==> src/rtl/regfile_arbiter_if.sv <==
// Write/read bundle between two writing masters and the register-file arbiter.
// Latency: n/a (signal grouping only).
// Backpressure: master holds req level until its one-cycle ack pulse.
interface regfile_arbiter_if #(
    parameter int WIDTH = 4
);
    logic             a_req;
    logic [1:0]       a_addr;
    logic [WIDTH-1:0] a_data;
    logic             a_ack;
    logic             b_req;
    logic [1:0]       b_addr;
    logic [WIDTH-1:0] b_data;
    logic             b_ack;
    logic [1:0]       rd_addr;
    logic [WIDTH-1:0] rd_data;
    logic             busy;

    modport master (
        output a_req, a_addr, a_data, b_req, b_addr, b_data, rd_addr,
        input  a_ack, b_ack, rd_data, busy
    );

    modport slave (
        input  a_req, a_addr, a_data, b_req, b_addr, b_data, rd_addr,
        output a_ack, b_ack, rd_data, busy
    );
endinterface

==> src/rtl/regfile_arbiter.sv <==
// Storage cell: register with synchronous reset and load enable.
// Latency: 1 cycle from load to output.
// Backpressure: none; reset dominates load.
module dfrl #(
    parameter int W = 4
) (
    input  logic         clk,
    input  logic         reset,
    input  logic         load,
    input  logic [W-1:0] in,
    output logic [W-1:0] out
);
    // Clear on reset, otherwise capture on load.
    always_ff @(posedge clk) begin
        if (reset) begin
            out <= '0;
        end else if (load) begin
            out <= in;
        end
    end
endmodule

// Two-master round-robin write arbiter in front of a bank of dfrl registers.
// Latency: request sampled in IDLE -> load next cycle -> ack + new data the cycle after.
// Backpressure: requests are only sampled in IDLE; a master holds req until it sees ack.
module regfile_arbiter #(
    parameter int WIDTH = 4,
    parameter int NREG  = 4
) (
    input  logic           clk,
    input  logic           reset,
    regfile_arbiter_if.slave bus
);
    localparam int AW = 2;

    typedef enum logic [1:0] {
        S_IDLE  = 2'd0,
        S_WRITE = 2'd1,
        S_ACK   = 2'd2
    } state_t;

    state_t            state;
    logic              last_b;     // 1: B was the most recent winner
    logic              win_b;      // winner of the write in flight
    logic [AW-1:0]     hold_addr;
    logic [WIDTH-1:0]  hold_data;
    logic              a_ack_q;
    logic              b_ack_q;
    logic              busy_q;

    logic              grant_b;
    logic [AW-1:0]     grant_addr;
    logic [WIDTH-1:0]  grant_data;

    logic [NREG-1:0]   load;
    logic [WIDTH-1:0]  reg_q [NREG];

    // B wins when it is alone, or when both ask and A was served last.
    assign grant_b    = bus.b_req && (!bus.a_req || !last_b);
    assign grant_addr = grant_b ? bus.b_addr : bus.a_addr;
    assign grant_data = grant_b ? bus.b_data : bus.a_data;

    // Arbitration FSM; ack and busy are registered so they are glitch-free.
    always_ff @(posedge clk) begin
        if (reset) begin
            state     <= S_IDLE;
            last_b    <= 1'b1;
            win_b     <= 1'b0;
            hold_addr <= '0;
            hold_data <= '0;
            a_ack_q   <= 1'b0;
            b_ack_q   <= 1'b0;
            busy_q    <= 1'b0;
        end else begin
            a_ack_q <= 1'b0;
            b_ack_q <= 1'b0;
            case (state)
                S_IDLE: begin
                    if (bus.a_req || bus.b_req) begin
                        hold_addr <= grant_addr;
                        hold_data <= grant_data;
                        win_b     <= grant_b;
                        last_b    <= grant_b;
                        busy_q    <= 1'b1;
                        state     <= S_WRITE;
                    end
                end
                S_WRITE: begin
                    a_ack_q <= !win_b;
                    b_ack_q <= win_b;
                    state   <= S_ACK;
                end
                S_ACK: begin
                    busy_q <= 1'b0;
                    state  <= S_IDLE;
                end
                default: begin
                    busy_q <= 1'b0;
                    state  <= S_IDLE;
                end
            endcase
        end
    end

    // Register bank: only the latched address is loaded, and only in WRITE.
    for (genvar g = 0; g < NREG; g++) begin : g_reg
        assign load[g] = (state == S_WRITE) && (hold_addr == AW'(g));

        dfrl #(.W(WIDTH)) u_dfrl (
            .clk   (clk),
            .reset (reset),
            .load  (load[g]),
            .in    (hold_data),
            .out   (reg_q[g])
        );
    end

    // Read port is a plain mux, never gated by the FSM.
    assign bus.rd_data = reg_q[bus.rd_addr];
    assign bus.a_ack   = a_ack_q;
    assign bus.b_ack   = b_ack_q;
    assign bus.busy    = busy_q;
endmodule
==> src/flat_wrapper.sv <==
// flat-port wrapper written by rule: the top's interface ports become plain ports
module regfile_arbiter_flat 
#(
    parameter int WIDTH = 4,
    parameter int NREG  = 4
)
  (clk, reset, bus_a_req, bus_a_addr, bus_a_data, bus_b_req, bus_b_addr, bus_b_data, bus_rd_addr, bus_a_ack, bus_b_ack, bus_rd_data, bus_busy);
  regfile_arbiter_if #(.WIDTH(WIDTH)) bus_i ();
  input  logic clk;
  input  logic reset;
  input wire logic [$bits(bus_i.a_req)-1:0] bus_a_req;
  input wire logic [$bits(bus_i.a_addr)-1:0] bus_a_addr;
  input wire logic [$bits(bus_i.a_data)-1:0] bus_a_data;
  input wire logic [$bits(bus_i.b_req)-1:0] bus_b_req;
  input wire logic [$bits(bus_i.b_addr)-1:0] bus_b_addr;
  input wire logic [$bits(bus_i.b_data)-1:0] bus_b_data;
  input wire logic [$bits(bus_i.rd_addr)-1:0] bus_rd_addr;
  output wire logic [$bits(bus_i.a_ack)-1:0] bus_a_ack;
  output wire logic [$bits(bus_i.b_ack)-1:0] bus_b_ack;
  output wire logic [$bits(bus_i.rd_data)-1:0] bus_rd_data;
  output wire logic [$bits(bus_i.busy)-1:0] bus_busy;
  assign bus_i.a_req = bus_a_req;
  assign bus_i.a_addr = bus_a_addr;
  assign bus_i.a_data = bus_a_data;
  assign bus_i.b_req = bus_b_req;
  assign bus_i.b_addr = bus_b_addr;
  assign bus_i.b_data = bus_b_data;
  assign bus_i.rd_addr = bus_rd_addr;
  assign bus_a_ack = bus_i.a_ack;
  assign bus_b_ack = bus_i.b_ack;
  assign bus_rd_data = bus_i.rd_data;
  assign bus_busy = bus_i.busy;
  regfile_arbiter #(.WIDTH(WIDTH), .NREG(NREG)) u_core (.clk(clk), .reset(reset), .bus(bus_i));
endmodule
==> config.mk <==
export PLATFORM = sky130hd
export DESIGN_NAME = regfile_arbiter_flat
export DESIGN_NICKNAME = d
export VERILOG_FILES = /design/src/rtl/regfile_arbiter_if.sv /design/src/rtl/regfile_arbiter.sv /design/src/flat_wrapper.sv
export SDC_FILE = /design/constraint.sdc
export NUM_CORES = 1
export LEC_CHECK = 0
export CAP_MARGIN = 20
export CORE_ASPECT_RATIO = 1.2
export CORE_MARGIN = 5
export CORE_UTILIZATION = 40
export DETAILED_ROUTE_END_ITERATION = 12
export DONT_BUFFER_PORTS = 1
export GPL_ROUTABILITY_DRIVEN = 0
export MAX_ROUTING_LAYER = met4
export SLEW_MARGIN = 25
export SYNTH_ARGS = -nofsm -noshare
export SYNTH_HDL_FRONTEND = slang
export SYNTH_SLANG_ARGS = --single-unit
==> constraint.sdc <==
create_clock -name clk -period 2.2 [get_ports clk]
set_input_delay 0.44 -clock clk [delete_from_list [all_inputs] [get_ports clk]]
set_output_delay 0.44 -clock clk [all_outputs]
set_load 0.01 [all_outputs]
==> run_results.csv, run 1 <==
group,metric,value,unit
power,p_leak,0.503,nW
critical_path,worstPathArrival,1150,ps
critical_path,critical-path-max-stage-delay,520,ps
die,core,3060,µm²
finish,seq_area,581,µm²
critical_path,critPathLaunchType,"flip-flop",
global_route,grt_pass1_wl,3660,µm
placed_design,place_area,1280,µm²
die,rows,22,
global_route,antenna_found_initial,0,
clocking,clkSinkCount,29,
min_path,min_path_type,"in -> reg",
yosys,ys_seq_area_share,45.5,%
yosys,syn-cell-area,1270,µm²
timing,hold_viol_final,0,
clocking,ctsLongestPathBuffers,2,
route,num_vias,811,
route,ant_nets,0,
critical_path,worst-path-buf-inv,0,
route,vias_per_cell,5.37,
die,start_util,41.7,%
timing,slew_headroom,54.6,%
global_route,gr-total-overflow,0,
timing,tightest_slew,678,ps
die,die_x,61.5,µm
timing,max_freq,628,MHz
critical_path,critical_path_required,1760,ps
timing,rsz0062_at_grt,"no",
critical_path,path_class,"reg -> out",
critical_path,path_max_fanout,2,
yosys,synth_area_leaders,"dfxtp_1 (46%), mux2i_1 (17%), mux4_2 (7.1%)",
finish,postLayoutCellArea,1340,µm²
clocking,clk_latency,320,ps
finish,multi_input_area,644,µm²
flow_run,cap_violations,0,
yosys,synthCells,113,
timing,setup_tns,0,ps
timing,setup_viol,0,
finish,final_common_cell,"dfxtp_1",
yosys,synth_top_area_share,45.5,%
power,power_density,746,nW/µm²
clocking,htreeDepth,2,
yosys,synth_seq_cells,29,
route,wl_per_cell,15.6,µm
clocking,root_buffer,"clkbuf_4",
yosys,synth_area_per_cell,11.3,µm²
route,routed_wl,2350,µm
yosys,syn-num-nets,131,
die,die_area,4420,µm²
clocking,cts_setup_buffers,0,
timing,finalWorstSetupSlack,607,ps
global_route,track_usage,12.1,%
global_route,grt_max_degree,29,
timing,slew_viol_final,0,
critical_path,cp_cell_sequence,"mux4_2",
finish,antenna_cells,0,
clocking,cts-buffers-inserted,5,
yosys,synth.distinct_cells,23,
placed_design,port_buffers,0,
status,status,"finished, final reports clean",
route,dr.pass1.iters,4,
finish,drive_gt1_share,20.9,%
critical_path,cpLargestDelayFamily,"multiplexers",
finish,n_fill_cell,303,
finish,final_cell_mix,"dfxtp_1 (29), mux2i_1 (22), nor2_1 (19)",
timing,clock_skew,9.62,ps
power,peakVddDrop,0.381,mV
finish,area_growth,4.81,%
timing,period_share,72.4,%
placed_design,dp_hpwl,1720,µm
route,drt-initial-drc-count,19,
yosys,yosys_warnings,0,
timing,fin_crit,1590,ps
die,die_h,71.8,µm
clocking,cts_tree,"done",
die,io_pins,25,
yosys,yosys.area.top_type,"dfxtp_1",
clocking,clk_pin_slew,90,ps
route,drc,0,
placed_design,pre_cts_ws,749,ps
critical_path,cp-end-kind,"output pin",
critical_path,critPathSlowestCell,"mux4_2",
power,p_total,0.996,mW
finish,fin_util,43.7,%
clocking,cts_hold_buf,0,
clocking,post_cts_resized,0,
finish,final_nets,132,
global_route,grt_pass1_vias,740,
power by group:
part | internal, mW | total (mW) | switching, mW | leakage [nW]
clock network | 0.121 | 0.297 | 0.176 | 0.0320
registers | 0.553 | 0.586 | 0.0331 | 0.237
logic | 0.0597 | 0.113 | 0.0535 | 0.235
state kept, by name (all words and copies together), names as in the netlist:
name	flops
u_core.last_b	1
u_core.bus.b_ack	1
u_core.hold_data	4
u_core.bus.a_ack	1
u_core.g.u_dfrl.out	16
u_core.win_b	1
u_core.hold_addr	2
u_core.bus.busy	1
u_core.state	2
metal layers:
metal / global-route usage (%) / wire (µm)
met1: 13.7 / 992
met4: 6.37 / 39
met3: 6.13 / 145
met5: - / 0
met2: 17.1 / 1170
Yosys cell counts (all sizes together):
| cell type | instances |
|---|---|
| dfxtp | 29 |
| mux2i | 22 |
| nor2 | 19 |
| a21oi | 9 |
| a211oi | 6 |
| buf | 4 |
| clkbuf | 4 |
| mux4 | 4 |
| and2 | 2 |
| nand2 | 2 |
| nand2b | 2 |
| nor4bb | 2 |
| a21bo | 1 |
| a21boi | 1 |
| and3 | 1 |
| nand4b | 1 |
| nor3 | 1 |
| nor4b | 1 |
| o21bai | 1 |
| or2 | 1 |
stage by stage:
stage / hold slack, ps / instances
5_1_grt: 126 / 151
6_report: 164 / 151
3_5_place_dp: 421 / 143
2_1_floorplan: 404 / 113
3_3_place_gp: 427 / 143
4_1_cts: 149 / 151
final timing paths:
path                                  from  cells past startpoint  slack [ps]                  end
max          u_core.g_reg[3].u_dfrl.out[3]                      1         610       bus_rd_data[3]
min                                  reset                      1         160  u_core.hold_addr[1]
max reg2reg                u_core.state[1]                      3         740  u_core.hold_data[0]
min reg2reg                   u_core.win_b                      1         440     u_core.bus.a_ack
cell families (layout without fill, tap and decap cells):
family | count (synthesis) | after routing | synth area share, %
AO/OA/AOI/OAI | 18 | 18 | 12.3
buffers and inverters | 8 | 10 | 3.93
AND/OR/NAND/NOR | 32 | 32 | 13.9
multiplexers | 26 | 26 | 24.3
flip-flops | 29 | 29 | 45.5
final cells by class:
type	count	share of cell area [%]
repair buffers	2	1.12
clock inverters	2	0.749
flip-flops and latches	29	43.4
clock buffers	6	3.09
well taps	36	3.37
multi-input cells	76	48.2
No activity file was read; power rests on OpenSTA's default activity.
==> inputs of run 2 (changes only) <==
Clock period 2.2 ns to 1.61 ns, I/O delays scaled along.
==> run 2 against run 1 <==
Clock skew is 3.4 ps lower. Combinational power grew 43%. Utilization is 0.61 points higher. Global-route usage up 0.80 points. Critical path depth unchanged. Final area rose by 1.4%. Largest cell class unchanged.
==> run_results.csv, run 2 (synthesis gave the netlist of run 1 again) <==
group,metric,value,unit
finish,final_cell_mix,"dfxtp_1 (29), mux2i_1 (22), nor2_1 (19)",
finish,largest_register,"u_core.g.u_dfrl.out",
timing,setup_tns,0,ps
finish,final_nets,134,
timing,slew_headroom,68.4,%
global_route,gr-total-overflow,0,
flow_run,cap_violations,0,
global_route,grt_pass1_vias,827,
global_route,track_usage,12.9,%
clocking,cts_setup_buffers,0,
finish,largest_reg_flops,16,
critical_path,timing.rr.start,"u_core.state[1]",
timing,finalWorstSetupSlack,144,ps
clocking,clk_latency,320,ps
clocking,clkSinkCount,29,
global_route,grt_pass1_wl,4030,µm
placed_design,pre_cts_ws,310,ps
finish,drive_gt1_share,21.6,%
clocking,clk_pin_slew,90,ps
min_path,hold-path-cell-count,1,
critical_path,path_class,"reg -> out",
clocking,cts_hold_buf,0,
timing,setup_viol,0,
critical_path,critPathLaunchType,"flip-flop",
critical_path,regToRegSetupSlack,300,ps
clocking,htreeDepth,2,
critical_path,worstPathArrival,1140,ps
die,rows,22,
finish,fin_util,44.3,%
critical_path,r2r_end,"u_core.g_reg[0].u_dfrl.out[2]",
die,io_pins,25,
critical_path,worst-path-buf-inv,0,
route,num_vias,843,
min_path,min_path_type,"in -> reg",
timing,tightest_slew,472,ps
global_route,antenna_found_initial,0,
finish,seq_area,581,µm²
route,drc,0,
critical_path,cp_cell_sequence,"mux4_2",
clocking,cts_tree,"done",
finish,top_regs,"u_core.g.u_dfrl.out x16, u_core.hold_data x4",
route,vias_per_cell,5.55,
critical_path,critical-path-max-stage-delay,500,ps
critical_path,cpLargestDelayFamily,"multiplexers",
timing,hold_viol_final,0,
critical_path,cp-end-kind,"output pin",
power,peakVddDrop,0.525,mV
placed_design,post-place-cells,145,
timing,rsz0062_at_grt,"no",
placed_design,port_buffers,0,
finish,final_cell_count_no_fill,152,
route,dr.pass1.iters,4,
power,power_density,1040,nW/µm²
global_route,grt_max_degree,29,
critical_path,path_max_fanout,2,
route,wl_per_cell,16.3,µm
min_path,min_to,"u_core.hold_data[3]",
die,die_x,61.5,µm
finish,n_fill_cell,299,
timing,max_freq,682,MHz
clocking,root_buffer,"clkbuf_4",
finish,area_growth,6.28,%
die,die_area,4420,µm²
finish,final_common_cell,"dfxtp_1",
critical_path,critPathSlowestCell,"mux4_2",
clocking,cts-buffers-inserted,5,
die,core,3060,µm²
critical_path,cp.depth,1,
placed_design,dp_hpwl,1800,µm
critical_path,rr_worst_depth,3,
route,ant_nets,0,
route,routed_wl,2480,µm
status,status,"finished, final reports clean",
min_path,hold_start,"reset",
clocking,ctsLongestPathBuffers,2,
route,drt-initial-drc-count,31,
power,p_leak,0.513,nW
clocking,post_cts_resized,0,
critical_path,critical_path_required,1290,ps
finish,antenna_cells,0,
critical_path,startpoint,"u_core.g_reg[2].u_dfrl.out[3]",
timing,clock_skew,6.26,ps
die,die_h,71.8,µm
timing,period_share,91.0,%
die,start_util,41.7,%
timing,slew_viol_final,0,
finish,multi_input_area,644,µm²
timing,hold_slack,59.1,ps
timing,fin_crit,1470,ps
-- run 2: worst max path at each step --
| stage | end |
|---|---|
| global placement | u_core.g_reg[1].u_dfrl.out[3] |
| global route | bus_rd_data[1] |
| CTS | bus_rd_data[3] |
| finish | bus_rd_data[3] |
| detailed placement | u_core.g_reg[1].u_dfrl.out[3] |
| floorplan | u_core.g_reg[1].u_dfrl.out[3] |
-- run 2: final cells by class --
class,count,area share (%)
Tap cell,36,3.32
Timing Repair Buffer,4,2.22
Sequential cell,29,42.8
Multi-Input combinational cell,76,47.6
Clock buffer,7,4.06
-- run 2: metrics by stage --
stage               area (µm²)  total power [mW]
floorplan                 1270             0.962
global placement          1300             0.975
detailed placement        1300             0.982
CTS                       1360              1.42
global route              1360              1.49
finish                    1360              1.40
-- run 2: per-layer routing --
layer  vias up  wire (µm)  track usage (%)
met1       415       1010             14.9
met3         5         99             4.68
met4         0         44             5.66
met2        13       1330             19.7
met5         -          0                -
li1        410          -                -
-- run 2: where the power goes --
group | total [mW] | internal [mW] | leakage (nW) | switching [mW]
clock network | 0.440 | 0.206 | 0.0314 | 0.234
logic | 0.162 | 0.0866 | 0.245 | 0.0751
registers | 0.802 | 0.755 | 0.237 | 0.0467
==> inputs of run 3 (changes only) <==
Settings changed: ABC_AREA set to 1.
==> run 3 against run 2 <==
Worst hold slack better by 43 ps. Routed wire length is 8.7% higher. Die area increased by 4.8%. Worst setup slack better by 150 ps. Critical path depth grew 1. Synthesized cell count is 74% higher. Power grew 21%. First-iteration DRC count increased by 29%. Largest cell class unchanged.
==> run_results.csv, run 3 <==
group,metric,value,unit
yosys,yosysMostFrequentCell,"nand2_1",
yosys,syn-num-nets,215,
die,die_area,4630,µm²
global_route,gr-total-overflow,0,
clocking,cts_tree,"done",
timing,setup_tns,0,ps
clocking,root_buffer,"clkbuf_8",
die,die_h,73.6,µm
critical_path,critical-path-max-stage-delay,330,ps
die,io_pins,25,
yosys,yosys_most_used_dff,"dfxtp_1",
critical_path,cp-end-kind,"output pin",
critical_path,worstPathArrival,990,ps
critical_path,critPathSlowestCell,"dfxtp_1",
finish,final_cell_mix,"nand2_1 (53), nor2_1 (52), dfxtp_1 (29)",
finish,drive_gt1_share,9.50,%
power,seqPwrFrac,47.2,%
die,rows,23,
global_route,grt_pass1_vias,1125,
clocking,ctsLongestPathBuffers,2,
yosys,async_flop_share,0,%
critical_path,path_class,"reg -> out",
clocking,htreeDepth,2,
power,p_sw_share,27.2,%
finish,area_growth,8.45,%
timing,slew_headroom,56.9,%
route,wl_per_cell,11.4,µm
timing,max_freq,760,MHz
clocking,cts_setup_buffers,0,
yosys,syn-cell-area,1350,µm²
route,drc,0,
route,dr.pass1.iters,4,
global_route,grt_max_degree,24,
timing,hold_viol_final,0,
power,p_total,1.70,mW
power,p_comb_share,14.7,%
power,peakVddDrop,0.817,mV
yosys,synth_edf_count,0,
yosys,synth_area_leaders,"dfxtp_1 (43%), nand2_1 (15%), nor2_1 (14%)",
finish,final_common_cell,"nand2_1",
finish,fin_util,44.2,%
yosys,synth_area_per_cell,6.84,µm²
die,core,3310,µm²
critical_path,critPathLaunchType,"flip-flop",
clocking,post_cts_resized,0,
timing,tightest_slew,645,ps
finish,antenna_cells,0,
timing,setup_viol,0,
critical_path,critical_path_required,1290,ps
route,vias_per_cell,4.89,
clocking,cts-buffers-inserted,5,
timing,rsz0062_at_grt,"no",
route,drt-initial-drc-count,40,
timing,slew_viol_final,0,
min_path,min_path_type,"in -> reg",
yosys,synthCells,197,
die,die_x,63.0,µm
route,num_vias,1160,
timing,fin_crit,1320,ps
finish,top_regs,"u_core.g.u_dfrl.out x16, u_core.hold_data x4",
clocking,clk_pin_slew,60,ps
global_route,grt_pass1_wl,4730,µm
yosys,yosys.area.top_type,"dfxtp_1",
status,status,"finished, final reports clean",
power,p_leak,0.629,nW
min_path,hold-path-cell-count,1,
clocking,cts_hold_buf,0,
die,start_util,40.7,%
power,p_clk_share,38.1,%
yosys,synth_seq_cells,29,
critical_path,cp_cell_sequence,"o21ai_0 -> o22ai_1",
flow_run,cap_violations,0,
global_route,track_usage,13.4,%
finish,final_nets,217,
yosys,synth_top_area_share,43.1,%
yosys,yosys_warnings,0,
yosys,yosys-top-cells-count,"nand2_1 (53), nor2_1 (52), dfxtp_1 (29)",
yosys,synth.distinct_cells,22,
timing,period_share,81.7,%
timing,hold_slack,102,ps
route,routed_wl,2700,µm
placed_design,port_buffers,0,
power,switching_power,0.462,mW
clocking,clk_latency,280,ps
finish,n_fill_cell,344,
finish,largest_register,"u_core.g.u_dfrl.out",
timing,clock_skew,3.36,ps
global_route,antenna_found_initial,0,
finish,largest_reg_flops,16,
power,internal_power,1.24,mW
clocking,clkSinkCount,29,
yosys,ys_seq_area_share,43.1,%
critical_path,rr_worst_depth,5,
critical_path,path_max_fanout,2,
placed_design,dp_hpwl,2050,µm
power,power_density,1160,nW/µm²
route,ant_nets,0,
## run 3: changes by cell type after synthesis, moves of 6 or more
cell / change
nand2_1: +51
nand3_1: +12
inv_1: +10
a211oi_2: -6
nor2_1: +33
o21ai_0: +8
mux2i_1: -22
## run 3: path summary, 6_finish.rpt
| check | startpoint | to | slack [ps] |
|---|---|---|---|
| worst max-delay path | u_core.g_reg[2].u_dfrl.out[1] | bus_rd_data[1] | 290 |
| worst min-delay path | reset | u_core.win_b | 100 |
| worst max register to register | u_core.state[0] | u_core.g_reg[2].u_dfrl.out[2] | 590 |
| worst min register to register | u_core.win_b | u_core.bus.a_ack | 450 |
## run 3: kinds of logic after synthesis
kind of cell | after synthesis | synth area share (%)
AO/OA/AOI/OAI | 25 | 11.3
AND/OR/NAND/NOR | 126 | 39.7
buffers and inverters | 17 | 5.85
flip-flops | 29 | 43.1
## run 3: per-stage QoR
| stage | instances | instance area (µm²) | worst slack, ps |
|---|---|---|---|
| after floorplan | 197 | 1350 | 397 |
| after global placement | 229 | 1360 | 506 |
| after detailed placement | 229 | 1360 | 467 |
| after CTS | 237 | 1460 | 266 |
| after global routing | 237 | 1460 | 219 |
| final | 237 | 1460 | 295 |
## run 3: cell type report
cell class / count / area, µm² / share of cell area (%)
clock buffers: 7 / 96.3 / 6.59
clock inverters: 1 / 5.00 / 0.342
inverters: 12 / 45.0 / 3.08
multi-input cells: 151 / 688 / 47.1
flip-flops and latches: 29 / 581 / 39.7
well taps: 37 / 46.3 / 3.17
## run 3: critical path: cells and delay by family, from the launching register on
kind / cells / cell delay [ps]
AOI/OAI and AO/OA: 2 / 390
DFF: 1 / 330
## run 3: per-layer routing
| metal | global-route usage, % | wire length [µm] |
|---|---|---|
| met2 | 22.0 | 1210 |
| met1 | 13.8 | 1240 |
| met4 | 8.49 | 77 |
| met5 | - | 0 |
| met3 | 4.59 | 175 |
## run 3: power groups by stage
stage | Combinational (mW) | Clock (mW) | Sequential, mW
5_1_grt | 0.290 | 0.706 | 0.809
3_5_place_dp | 0.251 | 0 | 0.819
4_1_cts | 0.252 | 0.670 | 0.804
3_3_place_gp | 0.245 | 0 | 0.819
2_1_floorplan | 0.223 | 0 | 0.810
6_report | 0.250 | 0.649 | 0.803
